--- config.mk ---
export PLATFORM = sky130hd
export DESIGN_NAME = fetch_unit_flat
export DESIGN_NICKNAME = d
export VERILOG_FILES = /design/src/rtl/fetch_unit_if.sv /design/src/rtl/fetch_unit.sv /design/src/flat_wrapper.sv
export SDC_FILE = /design/constraint.sdc
export NUM_CORES = 1
export LEC_CHECK = 0
export BUFFER_PORTS_ARGS = -buffer_cell sky130_fd_sc_hd__buf_2
export CORE_ASPECT_RATIO = 0.9
export CORE_UTILIZATION = 56
export CTS_BUF_LIST = sky130_fd_sc_hd__clkbuf_8
export DETAILED_ROUTE_END_ITERATION = 12
export PLACE_DENSITY = 0.9
export REMOVE_ABC_BUFFERS = 1
export SKIP_CTS_REPAIR_TIMING = 1
export SKIP_LAST_GASP = 1
export SYNTH_ARGS = -nofsm -noshare
export SYNTH_HDL_FRONTEND = slang
export SYNTH_SLANG_ARGS = --single-unit
--- constraint.sdc ---
create_clock -name clk -period 8.7 [get_ports clk]
set_clock_uncertainty 0.05 [all_clocks]
set_input_delay 1.74 -clock clk [delete_from_list [all_inputs] [get_ports clk]]
set_output_delay 1.74 -clock clk [all_outputs]
set_load 0.02 [all_outputs]
--- src/rtl/fetch_unit_if.sv ---
// Instruction-memory read port between the fetch unit (master) and the memory (slave).
// Valid/ready semantics: imem_req is held with a stable imem_addr until the memory returns imem_ack with imem_rdata in the same cycle.
interface fetch_unit_if;
    logic        imem_req;
    logic [31:0] imem_addr;
    logic        imem_ack;
    logic [31:0] imem_rdata;

    modport master (
        output imem_req,
        output imem_addr,
        input  imem_ack,
        input  imem_rdata
    );

    modport slave (
        input  imem_req,
        input  imem_addr,
        output imem_ack,
        output imem_rdata
    );
endinterface

--- src/rtl/fetch_unit.sv ---
// Single-issue fetch unit: requests one instruction, offers it downstream, then steps the PC by +4 or a branch offset.
// A misaligned target parks the unit in a sticky fault state that only reset clears.
module fetch_unit #(
    parameter logic [31:0] RESET_PC = 32'h0000_0000
) (
    input  logic         clk,
    input  logic         rst,
    fetch_unit_if.master imem,
    input  logic         PCSrc,
    input  logic [31:0]  ImmOp,
    input  logic         stall,
    output logic [31:0]  PC,
    output logic [31:0]  instr,
    output logic         instr_valid,
    output logic [6:0]   op,
    output logic [2:0]   funct3,
    output logic         funct7_5,
    output logic [4:0]   rs1,
    output logic [4:0]   rs2,
    output logic [4:0]   rd,
    output logic         fault,
    output logic [1:0]   state_dbg
);

    typedef enum logic [1:0] {
        S_REQ   = 2'd0,
        S_ISSUE = 2'd1,
        S_FAULT = 2'd2
    } state_e;

    state_e      state_q, state_d;
    logic [31:0] pc_q, pc_d;
    logic [31:0] instr_q, instr_d;
    logic        fault_q, fault_d;
    logic [31:0] target;

    always_ff @(posedge clk) begin
        if (rst) begin
            state_q <= S_REQ;
            pc_q    <= RESET_PC;
            instr_q <= 32'h0000_0000;
            fault_q <= 1'b0;
        end else begin
            state_q <= state_d;
            pc_q    <= pc_d;
            instr_q <= instr_d;
            fault_q <= fault_d;
        end
    end

    always_comb begin
        state_d = state_q;
        pc_d    = pc_q;
        instr_d = instr_q;
        fault_d = fault_q;
        target  = PCSrc ? (pc_q + ImmOp) : (pc_q + 32'd4);

        case (state_q)
            S_REQ: begin
                // Ack outside this state is dropped, so instr only loads here.
                if (imem.imem_ack) begin
                    instr_d = imem.imem_rdata;
                    state_d = S_ISSUE;
                end
            end
            S_ISSUE: begin
                if (!stall) begin
                    if (target[1:0] == 2'b00) begin
                        pc_d    = target;
                        state_d = S_REQ;
                    end else begin
                        fault_d = 1'b1;
                        state_d = S_FAULT;
                    end
                end
            end
            S_FAULT: begin
                state_d = S_FAULT;
            end
            default: begin
                state_d = S_REQ;
            end
        endcase
    end

    // Handshake outputs are forced low while rst is high, before the first reset edge lands.
    assign imem.imem_req  = (state_q == S_REQ) && !rst;
    assign imem.imem_addr = pc_q;
    assign instr_valid    = (state_q == S_ISSUE) && !rst;
    assign fault          = fault_q;
    assign PC             = pc_q;
    assign instr          = instr_q;
    assign state_dbg      = state_q;

    assign op       = instr_q[6:0];
    assign funct3   = instr_q[14:12];
    assign funct7_5 = instr_q[30];
    assign rs1      = instr_q[19:15];
    assign rs2      = instr_q[24:20];
    assign rd       = instr_q[11:7];

endmodule

--- src/flat_wrapper.sv ---
// flat-port wrapper written by rule: the top's interface ports become plain ports
module fetch_unit_flat 
#(
    parameter logic [31:0] RESET_PC = 32'h0000_0000
)
  (clk, rst, PCSrc, ImmOp, stall, PC, instr, instr_valid, op, funct3, funct7_5, rs1, rs2, rd, fault, state_dbg, imem_imem_req, imem_imem_addr, imem_imem_ack, imem_imem_rdata);
  fetch_unit_if imem_i ();
  input  logic clk;
  input  logic rst;
  input  logic PCSrc;
  input  logic [31:0] ImmOp;
  input  logic stall;
  output logic [31:0] PC;
  output logic [31:0] instr;
  output logic instr_valid;
  output logic [6:0] op;
  output logic [2:0] funct3;
  output logic funct7_5;
  output logic [4:0] rs1;
  output logic [4:0] rs2;
  output logic [4:0] rd;
  output logic fault;
  output logic [1:0] state_dbg;
  output wire logic [$bits(imem_i.imem_req)-1:0] imem_imem_req;
  output wire logic [$bits(imem_i.imem_addr)-1:0] imem_imem_addr;
  input wire logic [$bits(imem_i.imem_ack)-1:0] imem_imem_ack;
  input wire logic [$bits(imem_i.imem_rdata)-1:0] imem_imem_rdata;
  assign imem_imem_req = imem_i.imem_req;
  assign imem_imem_addr = imem_i.imem_addr;
  assign imem_i.imem_ack = imem_imem_ack;
  assign imem_i.imem_rdata = imem_imem_rdata;
  fetch_unit #(.RESET_PC(RESET_PC)) u_core (.clk(clk), .rst(rst), .imem(imem_i), .PCSrc(PCSrc), .ImmOp(ImmOp), .stall(stall), .PC(PC), .instr(instr), .instr_valid(instr_valid), .op(op), .funct3(funct3), .funct7_5(funct7_5), .rs1(rs1), .rs2(rs2), .rd(rd), .fault(fault), .state_dbg(state_dbg));
endmodule
# After elaboration in Yosys (flattened, before gate mapping)
# Cells that the tools add are included.
# Widths: inputs -> output; s select.
dict set report totals {
  mem_bits_ro 0
  ramBits 0
  latchBits 0
  out_inout_bits 127
  n_memories 0
  register_bits 67
}
dict set report op_classes {
  muxes 5
  shifts 0
  reduce_logical 9
  magnitude_cmp 0
  mul 0
  addsub 2
  n_div 0
  bitwise_logic 2
  eq_ne 4
}
# op count
set ops {}
lappend ops {{$add 32x3->32 const B} 1}
lappend ops {{$add 32x32->32} 1}
lappend ops {{$mux 32} 1}
lappend ops {{$mux 2} 3}
lappend ops {{$pmux 2 s3} 1}
lappend ops {{$reduce_and 3->1} 2}
lappend ops {{$logic_not 2->1} 2}
lappend ops {{$ne 2x2->1 const B} 2}
lappend ops {{$reduce_and 2->1} 2}
lappend ops {{$eq 2x1->1 const B} 1}
lappend ops {{$eq 2x2->1 const B} 1}
lappend ops {{$logic_and 1x1->1} 2}
lappend ops {{$not 1->1} 2}
lappend ops {{$logic_not 1->1} 1}

# Longest topological paths before layout
dict set report depth {
  ltp_word 6
  depth_mapped 12
  ltp_nobuf 11
}

# Worst setup path before layout
# No wires, ideal clock.
dict set report synth_timing {
  path_kind {input to output}
  startpoint {input rst}
  endpoint {output instr_valid}
  setup_slack_ns 4.280
  required_ns 6.910
  arrival_time_ns 2.630
  stages 3
  cell_sequence {clkbuf_1 clkbuf_1 nor3b_1}
}
dict set report synth_between {
  elab_chain_cells 2
}
# element line
set synth_rtl {}
lappend synth_rtl {{from (decl)} flat_wrapper.sv:9} ;# input logic rst;
lappend synth_rtl {{$logic_not 1->1} fetch_unit.sv:89} ;# assign instr_valid = (state_q == S_ISSUE) && !rst;
lappend synth_rtl {{$logic_and 1x1->1} fetch_unit.sv:89}
lappend synth_rtl {{to (decl)} flat_wrapper.sv:15} ;# output logic instr_valid;
# No other way between the ends.

# Worst setup path in the final report
dict set report layout_timing {
  startpoint {input ImmOp[0]}
  endpoint {register u_core.pc_q[31], in the netlist u_core.PC[31]}
}
dict set report layout_between {
  elab_chain_cells 4
}
# element line
set layout_rtl {}
lappend layout_rtl {{from (decl)} flat_wrapper.sv:11} ;# input logic [31:0] ImmOp;
lappend layout_rtl {{$add 32x32->32 (*)} fetch_unit.sv:56} ;# target = PCSrc ? (pc_q + ImmOp) : (pc_q + 32'd4);
lappend layout_rtl {{$mux 32 (*)} fetch_unit.sv:56}
lappend layout_rtl {{$logic_not 2->1} fetch_unit.sv:68} ;# if (target[1:0] == 2'b00) begin
lappend layout_rtl {{$reduce_and 3->1 (no line)} -}
lappend layout_rtl {{to (signal assigned)} fetch_unit.sv:45} ;# pc_q <= pc_d;
lappend layout_rtl {{to (decl)} fetch_unit.sv:32} ;# logic [31:0] pc_q, pc_d;
# Every way passes the cells marked *; elsewhere a longest branch is shown, timed or not.
# A chain may end at the register's enable or synchronous reset.

==> impl_metrics.json <==
{
  "status": "completed",
  "setup_tns_ns": 0,
  "top_layer": "met4",
  "grt_max_degree": 57,
  "critPathArrivalTime_ns": 4.91,
  "dieArea_um2": 9657,
  "critPathLaunchType": "primary input",
  "clk_pin_slew_ns": 0.09,
  "min_path_cells": 2,
  "final_cell_area_um2": 5953,
  "netlist_area_um2": 5190,
  "die_height_um": 93.33,
  "pwr_density_cell_nw_per_um2": 132.7,
  "cts_sinks": 67,
  "post-dp-hpwl_um": 11370,
  "gp_congestion": 0.9713,
  "cp_data_required_time_ns": 8.88,
  "placed_area_um2": 5751,
  "cts_htree_levels": 3,
  "crit_type": "primary input to register",
  "drive_gt1_share_pct": 28.20,
  "drc": 0,
  "start_util_pct": 59.19,
  "min_period_ns": 4.723,
  "io_pins": 196,
  "wl_met1_um": 6249,
  "placement_rows": 32,
  "ir_drop_uv": 72.47,
  "rr_startpoint": "u_core.PC[0]",
  "maxCapViolations": 0,
  "grt-ovfl-total": 0,
  "viasPerCell": 5.983,
  "ys_seq_area_share_pct": 25.84,
  "yosysWarnings": 0,
  "slew_headroom_pct": 29.29,
  "crit_path_max_fanout": 23,
  "hp-start": "u_core.instr[28]",
  "wl_per_cell_um": 16.39,
  "p_leak_uw": 0.002893,
  "area_growth_pct": 14.71,
  "ctsLongestPathBuffers": 2,
  "hold_path_end": "u_core.instr[28]",
  "cts-root-buf": "clkbuf_8",
  "synth-edff-count": 0,
  "rrSetupSlack_ns": 5.01,
  "hold_viol_final": 0,
  "syn_inst": 694,
  "min_period_over_period_pct": 54.29,
  "nets": 909,
  "grt_pass1_vias": 4835,
  "cts_tree": "built",
  "slew_viol_final": 0,
  "worstMarginPinSlew_ns": 1.061,
  "drt-initial-drc-count": 420,
  "holdCritPathClass": "register to register",
  "num_vias": 5570,
  "grt_antenna_before_repair": 0,
  "max_freq_mhz": 211.7,
  "port_buffers": 195,
  "insertedDiodeCount": 0,
  "ant_nets": 0,
  "r2r_end": "u_core.PC[31]",
  "grt_pass1_wl_um": 23000,
  "final_core_util_pct": 67.89,
  "chipWidth_um": 103.5,
  "syn_area_per_cell_um2": 7.478,
  "synth-main-ff-cell": "dfxtp_1",
  "async_reset_ff_share_pct": 0,
  "coreArea_um2": 8768,
  "cts_buffers": 9,
  "r2r_cells": 11,
  "rsz0062_at_grt": "no",
  "clock_latency_ns": 0.35,
  "p_total_uw": 789.7,
  "crit_path_end_kind": "register",
  "wl_met2_um": 7098,
  "wl_met3_um": 1497,
  "wl_um": 15260,
  "ys_seq_elements": 67,
  "yosysUniqueCellTypes": 63,
  "setup_viol_count_final": 0,
  "grtUsageTotal_pct": 30.45,
  "first_pass_iters": 5
}
-- cell usage after synthesis (all sizes together), types with 2 or more instances --
| cell type | count | area share (%) |
|---|---|---|
| a2111oi | 5 | 0.96 |
| a211oi | 11 | 1.6 |
| a21o | 19 | 2.7 |
| a21oi | 89 | 8.7 |
| a221oi | 3 | 0.63 |
| a311o | 2 | 0.39 |
| a311oi | 3 | 0.63 |
| a31o | 5 | 0.84 |
| a31oi | 20 | 3.0 |
| a41oi | 3 | 0.51 |
| and2 | 8 | 0.96 |
| and3 | 9 | 1.1 |
| and4 | 4 | 0.67 |
| buf | 65 | 9.1 |
| clkbuf | 32 | 2.3 |
| dfxtp | 67 | 26 |
| ha | 32 | 7.7 |
| inv | 12 | 0.87 |
| mux2i | 4 | 0.77 |
| nand2 | 102 | 7.4 |
| nand2b | 5 | 0.60 |
| nand3 | 13 | 1.3 |
| nand4 | 8 | 0.96 |
| nor2 | 46 | 3.3 |
| nor2b | 2 | 0.24 |
| nor3 | 20 | 2.0 |
| nor3b | 4 | 0.58 |
| nor4 | 3 | 0.36 |
| o211ai | 6 | 0.87 |
| o21a | 4 | 0.58 |
| o21ai | 34 | 3.5 |
| o21bai | 9 | 1.3 |
| o221ai | 2 | 0.34 |
| o31ai | 3 | 0.53 |
| or3 | 4 | 0.58 |
| xnor2 | 11 | 1.9 |
| xor2 | 13 | 2.2 |
-- final cells by class --
cell class / instances / area, µm²
Sequential cell: 67 / 1341
Timing Repair Buffer: 199 / 1006
Tap cell: 119 / 148.9
Clock inverter: 6 / 65.06
Inverter: 12 / 45.04
Multi-Input combinational cell: 518 / 3209
Fill cell: 780 / 2815
Clock buffer: 10 / 137.6
-- sequential cells by signal, indices dropped and copies added (netlist names) --
| name | flops |
|---|---|
| u_core.fault | 1 |
| u_core.state_dbg | 2 |
| u_core.instr | 32 |
| u_core.PC | 32 |
-- report_power, final --
group / internal, µW / switching (µW)
combinational: 67.7 / 118
sequential: 320 / 15.2
clock: 140 / 128
-- worst max-delay path, cell delays in order --
cell	delay, ns
buf_2	0.08
ha_1	0.20
inv_1	0.07
fa_1	0.48
nand2_1	0.05
o32ai_1	0.21
and3_1	0.73
and2_1	0.75
nand3_1	0.14
mux2i_1	0.23
o21a_1	0.16
nor3_1	0.05
-- worst max path at each step --
stage | from | endpoint | cells past startpoint
floorplan | ImmOp[0] | u_core.PC[25] | 10
global placement | ImmOp[0] | u_core.PC[30] | 11
detailed placement | ImmOp[0] | u_core.PC[31] | 12
CTS | ImmOp[0] | u_core.PC[31] | 12
global route | ImmOp[0] | u_core.PC[31] | 12
finish | ImmOp[0] | u_core.PC[31] | 12
-- metal layers --
| layer | GRT usage (%) | up-vias |
|---|---|---|
| met3 | 6.054 | 38 |
| met2 | 49.94 | 315 |
| met4 | 13.26 | 0 |
| li1 | - | 2671 |
| met5 | 0 | - |
| met1 | 38.35 | 2546 |
-- through the flow --
| step | worst slack (ns) | hold slack (ns) | instances |
|---|---|---|---|
| final | 3.977 | 0.4113 | 931 |
| after CTS | 4.046 | 0.4111 | 931 |
| after floorplan | 4.238 | 0.4660 | 597 |
| after global placement | 3.808 | 0.3891 | 915 |
| after detailed placement | 3.672 | 0.3995 | 915 |
| after global routing | 3.785 | 0.4320 | 931 |
-- cells in the final DEF (no fill, tap or decap), drive strengths merged, types with 5 or more instances in the layout --
| cell type | Yosys | routed |
|---|---|---|
| nand3 | 13 | 13 |
| a2111oi | 5 | 5 |
| nor2 | 46 | 46 |
| nand4 | 8 | 8 |
| a31oi | 20 | 20 |
| inv | 12 | 12 |
| and2 | 8 | 8 |
| dfxtp | 67 | 67 |
| nor3 | 20 | 20 |
| ha | 32 | 32 |
| xor2 | 13 | 13 |
| o21ai | 34 | 34 |
| nand2 | 102 | 102 |
| buf | 65 | 199 |
| a211oi | 11 | 11 |
| nand2b | 5 | 5 |
| a21oi | 89 | 89 |
| a31o | 5 | 5 |
| clkbuf | 32 | 10 |
| and3 | 9 | 9 |
| o21bai | 9 | 9 |
| xnor2 | 11 | 11 |
| o211ai | 6 | 6 |
| a21o | 19 | 19 |
-- logic make-up (layout without fill, tap and decap cells) --
| group | after synthesis | count (layout) | synth area share (%) |
|---|---|---|---|
| compound gates | 226 | 226 | 28.38 |
| simple gates | 231 | 231 | 20.54 |
| fa+ha+maj | 33 | 33 | 8.100 |
| flops | 67 | 67 | 25.84 |
| xor+xnor | 24 | 24 | 4.050 |
| buf+inv | 109 | 227 | 12.32 |
| mux | 4 | 4 | 0.7715 |
(Power assumes the default switching activity.)
